==> config.mk <==
export PLATFORM = sky130hd
export DESIGN_NAME = conv_encoder_sys
export DESIGN_NICKNAME = d
export VERILOG_FILES = /design/src/rtl/conv_encoder_sys.sv
export SDC_FILE = /design/constraint.sdc
export NUM_CORES = 1
export LEC_CHECK = 0
export ABC_AREA = 1
export BUFFER_PORTS_ARGS = -buffer_cell sky130_fd_sc_hd__buf_2
export CAP_MARGIN = 20
export CORE_ASPECT_RATIO = 1.75
export CORE_MARGIN = 1
export CORE_UTILIZATION = 61
export DETAILED_ROUTE_END_ITERATION = 16
export PLACE_DENSITY = 0.84
export RECOVER_POWER = 50
export SETUP_SLACK_MARGIN = 0.3
export SLEW_MARGIN = 40
export SYNTH_ARGS = -nofsm -noshare
export SYNTH_HDL_FRONTEND = slang
export SYNTH_SLANG_ARGS = --single-unit
==> constraint.sdc <==
create_clock -name clk -period 5.52 [get_ports clk]
set_input_delay 0.828 -clock clk [delete_from_list [all_inputs] [get_ports clk]]
set_output_delay 0.828 -clock clk [all_outputs]
set_load 0.02 [all_outputs]
==> src/rtl/conv_encoder_sys.sv <==
// conv_encoder_sys
// ----------------
// Rate-1/2 feed-forward convolutional encoder with per-frame constraint
// length K in 3..6. Each accepted data bit produces one 2-bit symbol on the
// next cycle. After the last data bit, K-1 zero tail bits are injected so
// the trellis ends in state 0. The final tail symbol carries sym_last.
//
// Ports:
//   clk, rst                  rising-edge clock, async active-high reset
//   choose_constraint_length  K for the next frame, sampled on its first bit
//   in_bit/in_valid/in_last   data bit stream (in_ready handshake)
//   in_ready                  encoder can take in_bit this cycle
//   encoded_bits              {G0 output, G1 output}
//   sym_valid/sym_last        symbol stream (sym_ready handshake)
//   sym_count                 symbols emitted this frame, incl. the one shown
//   cfg_err                   one-cycle pulse after an out-of-range K is latched
module conv_encoder_sys #(
  parameter int MAX_K = 6,
  parameter int CNT_W = 16
) (
  input  logic             clk,
  input  logic             rst,
  input  logic [2:0]       choose_constraint_length,
  input  logic             in_bit,
  input  logic             in_valid,
  input  logic             in_last,
  output logic             in_ready,
  output logic [1:0]       encoded_bits,
  output logic             sym_valid,
  output logic             sym_last,
  input  logic             sym_ready,
  output logic [CNT_W-1:0] sym_count,
  output logic             cfg_err
);

  localparam int SR_W = MAX_K - 1;

  typedef enum logic [1:0] {IDLE, DATA, TAIL} state_t;

  state_t           state, next_state;
  logic [SR_W-1:0]  sr;
  logic [2:0]       k_lat;
  logic [2:0]       tail_cnt;

  logic             slot_free;
  logic             in_xfer;
  logic             emit;
  logic             start_frame;
  logic             last_tail;
  logic             shift_u;
  logic             k_bad;
  logic [2:0]       k_use;
  logic [SR_W-1:0]  sr_use;
  logic [MAX_K-1:0] window;
  logic [MAX_K-1:0] g0;
  logic [MAX_K-1:0] g1;

  // Generator taps are left-aligned so bit MAX_K-1 always taps the current
  // input; older shift-register stages beyond K-2 fall on zero taps.
  function automatic logic [MAX_K-1:0] taps_g0(input logic [2:0] k);
    case (k)
      3'd3:    taps_g0 = 6'b111000;
      3'd4:    taps_g0 = 6'b111100;
      3'd5:    taps_g0 = 6'b100110;
      default: taps_g0 = 6'b101011;
    endcase
  endfunction

  function automatic logic [MAX_K-1:0] taps_g1(input logic [2:0] k);
    case (k)
      3'd3:    taps_g1 = 6'b101000;
      3'd4:    taps_g1 = 6'b110100;
      3'd5:    taps_g1 = 6'b111010;
      default: taps_g1 = 6'b111101;
    endcase
  endfunction

  function automatic logic [2:0] clamp_k(input logic [2:0] c);
    if (c < 3'd3)
      clamp_k = 3'd3;
    else if (c == 3'd7)
      clamp_k = 3'd6;
    else
      clamp_k = c;
  endfunction

  assign slot_free = !sym_valid || sym_ready;
  assign in_ready  = !rst && (state == IDLE || state == DATA) && slot_free;
  assign in_xfer   = in_valid && in_ready;
  assign k_bad     = (choose_constraint_length < 3'd3) ||
                     (choose_constraint_length == 3'd7);

  always_ff @(posedge clk or posedge rst) begin
    if (rst)
      state <= IDLE;
    else
      state <= next_state;
  end

  always_comb begin
    next_state  = state;
    emit        = 1'b0;
    start_frame = 1'b0;
    last_tail   = 1'b0;
    shift_u     = 1'b0;
    unique case (state)
      IDLE: begin
        if (in_xfer) begin
          emit        = 1'b1;
          start_frame = 1'b1;
          shift_u     = in_bit;
          next_state  = in_last ? TAIL : DATA;
        end
      end
      DATA: begin
        if (in_xfer) begin
          emit    = 1'b1;
          shift_u = in_bit;
          if (in_last)
            next_state = TAIL;
        end
      end
      TAIL: begin
        // The last tail symbol leaves for IDLE right away; IDLE's in_ready
        // still waits for that symbol to transfer before taking a new bit.
        if (slot_free) begin
          emit = 1'b1;
          if (tail_cnt <= 3'd1) begin
            last_tail  = 1'b1;
            next_state = IDLE;
          end
        end
      end
      default: next_state = IDLE;
    endcase
  end

  // The first bit of a frame uses the freshly clamped K and an all-zero
  // history, so the frame never depends on leftovers from a previous one.
  always_comb begin
    k_use  = start_frame ? clamp_k(choose_constraint_length) : k_lat;
    sr_use = start_frame ? '0 : sr;
    g0     = taps_g0(k_use);
    g1     = taps_g1(k_use);
    window = '0;
    window[MAX_K-1] = shift_u;
    for (int i = 0; i < SR_W; i++)
      window[MAX_K-2-i] = sr_use[i];
  end

  always_ff @(posedge clk or posedge rst) begin
    if (rst) begin
      encoded_bits <= 2'b00;
      sym_valid    <= 1'b0;
      sym_last     <= 1'b0;
      sym_count    <= '0;
      cfg_err      <= 1'b0;
      sr           <= '0;
      tail_cnt     <= 3'd0;
      k_lat        <= 3'd3;
    end else begin
      cfg_err <= 1'b0;
      if (emit) begin
        encoded_bits <= {^(window & g0), ^(window & g1)};
        sym_valid    <= 1'b1;
        sym_last     <= last_tail;
        sr           <= {sr_use[SR_W-2:0], shift_u};
        if (start_frame)
          sym_count <= CNT_W'(1);
        else if (sym_count != '1)
          sym_count <= sym_count + CNT_W'(1);
      end else if (sym_ready) begin
        sym_valid <= 1'b0;
        sym_last  <= 1'b0;
      end

      if (start_frame) begin
        k_lat   <= k_use;
        cfg_err <= k_bad;
      end

      if (in_xfer && in_last)
        tail_cnt <= k_use - 3'd1;
      else if (state == TAIL && emit)
        tail_cnt <= tail_cnt - 3'd1;

      if (last_tail)
        sr <= '0;
    end
  end

endmodule

==> results of run 1 <==
## synth_stat cells (2+ instances only)
master	number
nand2_1	72
inv_1	50
dfrtp_1	32
nand3_1	26
nor2_1	18
o21ai_0	15
a21oi_1	8
ha_1	7
nand2_2	5
inv_2	4
nor2_2	4
nor3_1	4
a211oi_1	3
nand4_1	3
nor2_4	3
o32ai_1	3
a22oi_1	2
dfstp_2	2
nand2_4	2
o211a_1	2
o21bai_1	2
o221ai_1	2
## layout make-up
cell class / instances / area, µm²
Multi-Input combinational cell: 195 / 1055
Fill cell: 293 / 950.9
Sequential cell: 34 / 853.3
Inverter: 55 / 207.7
Timing Repair Buffer: 31 / 148.9
Clock buffer: 7 / 86.33
Tap cell: 45 / 56.30
Clock inverter: 1 / 5.005
## power by group through the flow
stage	sequential (mW)	clock [mW]	combinational, mW
after floorplan	0.412	0	0.374
after global placement	0.377	0	0.520
after detailed placement	0.379	0	0.532
after CTS	0.375	0.192	0.537
after global routing	0.386	0.204	0.605
final	0.374	0.192	0.526
## final timing paths
path                       cells past startpoint  slack [ns]       startpoint         endpoint
setup / recovery                              18        2.09        sym_ready  encoded_bits[0]
hold / removal                                 2        0.46              rst      tail_cnt[2]
setup reg to reg                              16        2.35        sym_valid  encoded_bits[0]
hold reg to reg                                2        0.48  encoded_bits[1]  encoded_bits[1]
max in group asynchronous                      3        3.41              rst    sym_count[11]
min in group clk                               2        0.48  encoded_bits[1]  encoded_bits[1]
## layout by cell type, fill, tap and decap left out, types with 7 or more instances in the layout
master	count
dfrtp_1	32
ha_1	7
a21oi_1	8
inv_1	50
nor2_1	19
nand2_1	74
buf_2	26
o21ai_0	15
nand3_1	26
## logic make-up (layout without fill, tap and decap cells)
| logic type | Yosys count | in the layout | share of synthesized area |
|---|---|---|---|
| AND/OR/NAND/NOR | 143 | 143 | 0.3246 |
| AO/OA/AOI/OAI | 43 | 43 | 0.1273 |
| adder cells (fa/ha/maj) | 7 | 7 | 0.04086 |
| XOR/XNOR | 2 | 2 | 0.008174 |
| flip-flops | 34 | 34 | 0.3981 |
| buffers and inverters | 57 | 94 | 0.1010 |
## flip-flops by register name, summed over array words and instances (netlist names)
name	cells
sr	5
tail_cnt	3
cfg_err	1
sym_valid	1
k_lat	3
sym_last	1
state	2
encoded_bits	2
sym_count	16
## stage by stage
| step | power, mW | util | hold WS (ns) | cells |
|---|---|---|---|---|
| floorplan | 0.7861 | - | 0.4734 | 286 |
| global placement | 0.8969 | 0.6987 | 0.4586 | 360 |
| detailed placement | 0.9115 | 0.6987 | 0.4611 | 360 |
| CTS | 1.104 | 0.7258 | 0.4790 | 368 |
| global route | 1.195 | 0.7173 | 0.4880 | 368 |
| finish | 1.091 | 0.7173 | 0.4626 | 368 |
## routing by layer
| layer | part of all wire | up-vias | GRT usage |
|---|---|---|---|
| met3 | 0.028 | 10 | 0.05169 |
| met1 | 0.40 | 891 | 0.2946 |
| met5 | 0 | - | 0 |
| met4 | 0.024 | 0 | 0.1257 |
| li1 | - | 993 | - |
| met2 | 0.55 | 42 | 0.4958 |
==> impl_results.md, run 1 <==
* Outcome: finished clean
* Async set-reset flop share out of synthesis at 1.000
* Setup Fix Bufs, Post-CTS at 0
* Post-route antenna net violation count at 0
* Max Cap Viol at 0
* Sw Ratio at 0.4451
* Crit path DAT at 3.61 ns
* Rows at 28
* Die width at 46.81 µm
* GRT overflow at 0
* Internal Power at 605.4 µW
* Ant diodes at 0
* Sequential group share of total power at 0.343
* Worst Path Required at 5.70 ns
* Post-synth EDFFs at 0
* RD Place Congestion at 0.8532
* Syn Inst Count at 286
* Area contributors post-synth: dfrtp_1, nand2_1, inv_1
* CTS H-tree lvls at 2
* Root Driver: clkbuf_8
* Core area at 3363 µm²
* Drt wl/cell at 12.21 µm
* 1st-pass router iterations at 6
* Post-synthesis sequential area ratio at 0.3981
* Largest net degree at the start of global routing at 29
* Final worst slack at 2.091 ns
* Most Frequent Cell on Critical Path: nand2_1
* Skew final at 0.003770 ns
* Hold crit path type: in -> async
* Hold_buf cts at 0
* Delay-heaviest family, CP: simple AND/OR/NAND/NOR gates
* Leak at 1.304 nW
* Synth Net Count at 302
* Kind of critical path: in -> reg
* Via count at 1936
* First-pass GRT wire length at 7.424 mm
* Final Max Tran Viols at 0
* Cell Area, Placed at 2350 µm²
* CP Buf/Inv Count at 5
* Fin crit share at 0.6212
* Logic pwr share at 0.482
* Iteration-0 DRC count of the detailed router at 83
* Initial antenna violation count at 0
* IO buf count at 30
* Post-synth cell types at 39
* Relative slew slack at 0.01626
* Post-synth top flop: dfrtp_1
* Routed WL at 4.493 mm
* Clock tree buffer depth at 2
* Clk sinks at 34
* Fin Setup TNS at 0 ns
* FMAX at 291.6 MHz
* Area grow syn2layout at 12.55%
* #FFs+latches synth at 34
* Synthesized cell area at 2143 µm²
* # setup viols final at 0
* YS warnings at 0
* Clock power frac at 0.176
* Worst skew pair latency at 0.28 ns
* Final min period at 3.429 ns
* Vias in the first global route at 1826
* Power Density at 452.3 nW/µm²
* Syn Area/Cell at 7.494 µm²
* Critical-path cell list: buf_2 > inv_1 > nand2_1 > nand4_1 > inv_2 > o21ai_0 > ha_1 > ha_1 > inv_1 > nand2_1 > o21ai_1 > nand2_1 > nand2_1 > nand2_1 > inv_1 > nand2_1 > nand3_1 > nand2_1
* # DRC at 0
* Initial Utilization at 0.6373
* Via density at 5.261
* CP max FO at 18
* Io pins at 31
* CTS tree: yes
* CP max stage delay at 0.49 ns
* RSZ-0062 raised after global routing: no
* Layout cells sized above 1 at 0.1703
* Num CTS Buffers at 5
* Post-synth top area cell: dfrtp_1
* Maximum VDD drop at 0.3280 mV
* Die height at 80.42 µm
* Clk pin slew, worst setup/hold paths at 0.07 ns
* Pre-CTS setup slack at 2.107 ns
* Synth top area share at 0.3736
* Post-Layout Inst Area at 2412 µm²
* Sw Pwr at 485.7 µW
* Worst setup EP type: flop
* Area of the die at 3764 µm²
* Hold Vio Cnt, Final at 0
* HPWL Detailed at 3.442 mm
* Crit-path slowest cell: nand4_1
* Slew @ Worst Pin at 1.476 ns
* GR Util All Layers at 0.2776
* Post-CTS sizing at 0
* Setup crit start kind: primary input
* Nets at 338
No activity file was read; power rests on OpenSTA's default activity.
==> run 2: changes to the inputs <==
--- a/config.mk
+++ b/config.mk
@@ -10,9 +10,9 @@
 export CAP_MARGIN = 20
 export CORE_ASPECT_RATIO = 1.75
 export CORE_MARGIN = 1
-export CORE_UTILIZATION = 61
+export CORE_UTILIZATION = 57
 export DETAILED_ROUTE_END_ITERATION = 16
-export PLACE_DENSITY = 0.84
+export PLACE_DENSITY = 0.8
 export RECOVER_POWER = 50
 export SETUP_SLACK_MARGIN = 0.3
 export SLEW_MARGIN = 40
==> constraint.sdc (replaced) <==
create_clock -name clk -period 3.2 [get_ports clk]
set_input_delay 0.48 -clock clk [delete_from_list [all_inputs] [get_ports clk]]
set_output_delay 0.48 -clock clk [all_outputs]
set_load 0.02 [all_outputs]
==> impl_results.md, run 2 (synthesis gave the netlist of run 1 again) <==
* Commonest non-fill, non-tap cell in the layout: nand2_1
* Clock tree buffer depth at 2 (unchanged)
* FF-to-FF path depth at 18 (+2)
* Via density at 5.272 (+0.22%)
* Area grow syn2layout at 14.30%
* CP max FO at 5 (-13)
* Vias in the first global route at 1942 (+6.4%)
* Area of the die at 4019 µm² (+6.8%)
* Initial Utilization at 0.5967 (-0.04062)
* Final Instance Count excl. Fillers at 371 (+0.82%)
* Number of flip-flops in the largest register at 16 (unchanged)
* GRT overflow at 0 (unchanged)
* Hold Vio Cnt, Final at 0 (unchanged)
* GRT busiest layer: met2
* Crit path DAT at 2.83 ns (-0.78 ns)
* Most frequent cells in the layout: nand2_1, inv_1, dfrtp_1
* CTS tree: yes
* RSZ-0062 raised after global routing: no
* Ant diodes at 0 (unchanged)
* Skew final at 0.006158 ns (+0.002388 ns)
* Final min period at 2.649 ns
* Post-CTS sizing at 0 (unchanged)
* RD Place Congestion at 0.8392 (-1.6%)
* Worst Path Required at 3.38 ns (-2.32 ns)
* Drt wl/cell at 12.33 µm (+1.0%)
* Layout cells sized above 1 at 0.1815 (+0.01126)
* Critical-path cell list: nor2_1 > nand2_1 > nor2_4 > nand3_2 > inv_1 > o21ai_0 > o21ai_2 > ha_2 > ha_1 > inv_1 > nand2_2 > nand2_1 > inv_1 > nand3_1 > nand3_1 > nand3_1 > nand3_1 > nand2_1
* Setup Fix Bufs, Post-CTS at 0 (unchanged)
* Power Density at 776.9 nW/µm² (+72%)
* Fin crit share at 0.8278
* Worst skew pair latency at 0.29 ns (about the same)
* Num CTS Buffers at 5 (unchanged)
* Root Driver: clkbuf_8
* Core area at 3592 µm² (+6.8%)
* Routed WL at 4.576 mm (+1.8%)
* GRT met1 Usage at 0.2719 (-0.02277)
* Io pins at 31 (unchanged)
* Outcome: finished clean
* Max Cap Viol at 0 (unchanged)
* First-pass GRT wire length at 8.107 mm (+9.2%)
* Clk sinks at 34 (unchanged)
* Maximum VDD drop at 0.6547 mV (+100%)
* CTS H-tree lvls at 2 (unchanged)
* Clk pin slew, worst setup/hold paths at 0.07 ns (about the same)
* 1st-pass router iterations at 4 (-2)
* Via count at 1956 (+1.0%)
* Setup crit start kind: flop
* Hold_buf cts at 0 (unchanged)
* Cell Area, Placed at 2366 µm² (+0.69%)
* Delay-heaviest family, CP: simple AND/OR/NAND/NOR gates
* CP max stage delay at 0.40 ns (-0.09 ns)
* Largest regs: sym_count x16, sr x5
* IO buf count at 30 (unchanged)
* Die width at 48.36 µm (+3.3%)
* Reg-to-Reg Start: state[1]
* Slew @ Worst Pin at 0.9811 ns (-0.4945 ns)
* Largest net degree at the start of global routing at 19 (-34%)
* Fin Setup TNS at 0 ns (unchanged)
* Most Frequent Cell on Critical Path: nand3_1
* Leak at 1.315 nW (+0.84%)
* FMAX at 377.5 MHz
* # setup viols final at 0 (unchanged)
* Hold crit path type: in -> async
* GR Util All Layers at 0.2596 (-0.01797)
* Worst setup startpoint: state[1]
* Worst setup EP type: flop
* Final Max Tran Viols at 0 (unchanged)
* Met2 Track Usage GR at 0.4994 (+0.003526)
* Die height at 83.12 µm (+3.4%)
* CP Depth at 18 (unchanged)
* Kind of critical path: reg -> reg
* Design Power at 1.903 mW (+74%)
* Placed cells at 363 (+0.83%)
* HPWL Detailed at 3.645 mm (+5.9%)
* # DRC at 0 (unchanged)
* GR Layer Usage met3 at 0.02930 (-0.02238)
* Post-Layout Inst Area at 2450 µm² (+1.6%)
* Crit-path slowest cell: dfrtp_1
* Register name with the most flops: sym_count
* Nets at 340 (+0.59%)
* Iteration-0 DRC count of the detailed router at 45 (-46%)
* Initial antenna violation count at 0 (unchanged)
* Rows at 29 (+3.6%)
* CP Buf/Inv Count at 3 (-2)
* Hold WS at 0.2564 ns (-0.2062 ns)
* Post-route antenna net violation count at 0 (unchanged)
* Relative slew slack at 0.3459 (+0.3297)
run 2: cell types whose count changed in the layout (fill, tap and decap cells not counted), moves of 2 or more:
cell,before,now
buf_4,0,2
clkbuf_1,6,8
buf_2,26,24
nand3_1,26,24
nand2_2,3,5
nor2_2,4,2
nand3_2,1,3
run 2: metrics by stage:
step | setup slack (ns) | utilization
floorplan | 0.7253 | -
global placement | 0.4027 | 0.6587
detailed placement | 0.2908 | 0.6587
CTS | 0.4459 | 0.6841
global route | 0.2414 | 0.6820
finish | 0.5509 | 0.6820
run 2: final timing paths:
check | end | slack (ns)
setup / recovery | encoded_bits[1] | 0.55
hold / removal | sym_count[1] | 0.26
setup reg to reg | encoded_bits[1] | 0.55
hold reg to reg | encoded_bits[1] | 0.49
max in group asynchronous | sym_count[13] | 1.64
min in group clk | k_lat[1] | 0.45
run 2: worst reg2reg max path: cells and delay by family (launching register included):
family	cells	cell delay, ns
buffers and inverters	3	0.29
and+or+nand+nor	11	1.21
AOI/OAI and AO/OA	2	0.23
adders and majority gates	2	0.40
DFF	1	0.40
run 2: report_power, final:
part	switching, mW	internal, mW	total (mW)
Sequential	0.0794	0.568	0.647
Clock	0.159	0.174	0.332
Combinational	0.613	0.311	0.924
Total	0.851	1.05	1.90
run 2: routing by layer:
metal / share of wire / vias up
met4: 0.022 / 0
met3: 0.036 / 9
met1: 0.39 / 906
met2: 0.55 / 44
li1: - / 997
met5: 0 / -
run 2: area by class of cell:
type	instances	area (µm²)
Clock buffer	7	86.33
Sequential cell	34	853.3
Timing Repair Buffer	33	161.4
Clock inverter	1	5.005
Inverter	55	209.0
Tap cell	46	57.56
Multi-Input combinational cell	195	1077
Fill cell	346	1142
==> run 3: changes to the inputs <==
--- a/config.mk
+++ b/config.mk
@@ -10,9 +10,9 @@
 export CAP_MARGIN = 20
 export CORE_ASPECT_RATIO = 1.75
 export CORE_MARGIN = 1
-export CORE_UTILIZATION = 57
+export CORE_UTILIZATION = 51
 export DETAILED_ROUTE_END_ITERATION = 16
-export PLACE_DENSITY = 0.8
+export PLACE_DENSITY = 0.75
 export RECOVER_POWER = 50
 export SETUP_SLACK_MARGIN = 0.3
 export SLEW_MARGIN = 40
==> constraint.sdc (replaced) <==
create_clock -name clk -period 2.3 [get_ports clk]
set_input_delay 0.345 -clock clk [delete_from_list [all_inputs] [get_ports clk]]
set_output_delay 0.345 -clock clk [all_outputs]
set_load 0.02 [all_outputs]
==> impl_results.md, run 3 (synthesis gave the netlist of run 1 again) <==
* Final min period at 2.258 ns (-0.3911 ns)
* Worst Path Required at 2.49 ns (-0.89 ns)
* Final worst slack at 0.04203 ns (-0.5089 ns)
* Largest net degree at the start of global routing at 35 (+16)
* First-pass GRT wire length at 8.604 mm (+6.1%)
* Most frequent cells in the layout: nand2_1, inv_1, dfrtp_1
* R2R Path End: encoded_bits[0]
* Clk pin slew, worst setup/hold paths at 0.07 ns (about the same)
* GRT overflow at 0 (unchanged)
* Fillcell total at 337 (-2.6%)
* Vias in the first global route at 2071 (+6.6%)
* Hold Vio Cnt, Final at 0 (unchanged)
* Clk sinks at 34 (unchanged)
* Register name with the most flops: sym_count
* Reg-to-Reg Start: state[1]
* Register-to-Register Setup Slack at 0.04 ns (-0.51 ns)
* Skew final at 0.008050 ns (+0.001891 ns)
* Worst setup startpoint: state[1]
* Rows at 30 (+3.4%)
* 1st-pass router iterations at 4 (unchanged)
* Kind of critical path: reg -> reg
* Root Driver: clkbuf_8
* Power Density at 1118 nW/µm² (+44%)
* Nets at 360 (+5.9%)
* Leak at 1.444 nW (+9.8%)
* Num CTS Buffers at 5 (unchanged)
* Hold WS at 0.3378 ns (+0.08143 ns)
* Number of flip-flops in the largest register at 16 (unchanged)
* Slew @ Worst Pin at 0.8700 ns (-0.1111 ns)
* HPWL Detailed at 3.637 mm (-0.20%)
* Initial Utilization at 0.5438 (-0.05285)
* IO buf count at 30 (unchanged)
* Post-Layout Inst Area at 2853 µm² (+16%)
* Setup crit start kind: flop
* GR Util All Layers at 0.2574 (-0.002188)
* Die width at 51.01 µm (+5.5%)
* Core area at 3941 µm² (+9.7%)
* RSZ-0062 raised after global routing: yes
* FMAX at 442.9 MHz (+17%)
* RD Place Congestion at 0.9164 (+9.2%)
* # setup viols final at 0 (unchanged)
* Crit path DAT at 2.45 ns (-0.38 ns)
* Initial antenna violation count at 0 (unchanged)
* Layout cells sized above 1 at 0.3333 (+0.1518)
* FF-to-FF path depth at 16 (-2)
* Iteration-0 DRC count of the detailed router at 64 (+42%)
* Io pins at 31 (unchanged)
* Relative slew slack at 0.4200 (+0.07407)
* Via density at 5.366 (+1.8%)
* Fin Setup TNS at 0 ns (unchanged)
* Final Max Tran Viols at 0 (unchanged)
* CTS tree: yes
* Routed WL at 5.438 mm (+19%)
* Drt wl/cell at 13.84 µm (+12%)
* Die height at 87.76 µm (+5.6%)
* Clock tree buffer depth at 2 (unchanged)
* Worst setup EP type: flop
* Fin crit share at 0.9817 (+0.1539)
* Post-route antenna net violation count at 0 (unchanged)
* Cell Area, Placed at 2510 µm² (+6.1%)
* Worst skew pair latency at 0.29 ns (about the same)
* Hold_buf cts at 0 (unchanged)
* Setup crit end: encoded_bits[0]
* CTS H-tree lvls at 2 (unchanged)
* Commonest non-fill, non-tap cell in the layout: nand2_1
* Largest regs: sym_count x16, sr x5
* Max Cap Viol at 0 (unchanged)
* Area of the die at 4476 µm² (+11%)
* Outcome: finished clean
* Pre-CTS setup slack at -0.003325 ns (-0.2941 ns)
* Hold crit path type: in -> async
* # DRC at 0 (unchanged)
* Maximum VDD drop at 0.8448 mV (+29%)
* Ant diodes at 0 (unchanged)
* CP max FO at 5 (unchanged)
* Via count at 2109 (+7.8%)
* Area grow syn2layout at 33.10%
## run 3: cell count changes in the layout (fill, tap and decap cells not counted), sizes merged
cell    change
clkbuf      +2
buf        +18
## run 3: how the worst min path moves through the flow
stage	slack, ns	depth (start not counted)	endpoint	startpoint
finish	0.34	3	state[0]	rst
global route	0.36	3	cfg_err	choose_constraint_length[0]
CTS	0.18	3	tail_cnt[0]	rst
detailed placement	0.46	2	encoded_bits[1]	encoded_bits[1]
global placement	0.46	2	encoded_bits[1]	encoded_bits[1]
floorplan	0.49	1	cfg_err	rst
## run 3: cell type report
type,count,area (µm²),share of cell area
Sequential cell,34,855.8,0.3000
Clock inverter,1,5.005,0.001754
Clock buffer,7,86.33,0.03026
Tap cell,48,60.06,0.02105
Timing Repair Buffer,53,326.6,0.1145
Multi-Input combinational cell,195,1300,0.4557
Inverter,55,219.0,0.07675
## run 3: what timing repair did
item                                    CTS  global route
resized for setup                        27            12
buffers inserted                         10             3
pin swaps                                20             9
cloned                                    0             0
endpoints found under the setup margin    5             9
## run 3: per-stage QoR
step                      utilization  std cells  power (mW)
after CTS                      0.7089        390       3.058
after global placement         0.6368        372       2.311
after floorplan                     -        286       1.971
after global routing           0.7238        393       3.407
after detailed placement       0.6368        372       2.348
final                          0.7238        393       3.189
## run 3: critical path, cell delays in order, from the launching register on
cell and delay [ns]:
dfrtp_2 0.44, nor2_4 0.15, nand4_4 0.14, a22oi_2 0.23, inv_2 0.08, ha_4 0.17
ha_4 0.17, inv_6 0.08, nand2_8 0.07, o21ai_4 0.15, nand2_1 0.07, nand2_1 0.08
nand2_1 0.08, inv_1 0.07, nand2_1 0.04, nand3_1 0.06, nand2_1 0.05
## run 3: where the power goes
group	internal, mW	leakage (nW)	total [mW]	switching, mW
sequential	0.793	0.443	0.926	0.132
combinational	0.688	0.952	1.79	1.11
clock	0.242	0.0482	0.469	0.227
## run 3: layer usage
layer / track usage / wire length (µm) / vias up
li1: - / - / 1036
met1: 0.2432 / 2069 / 1009
met2: 0.4940 / 3062 / 50
met3: 0.04167 / 145 / 14
met4: 0.1591 / 160 / 0
met5: 0 / 0 / -
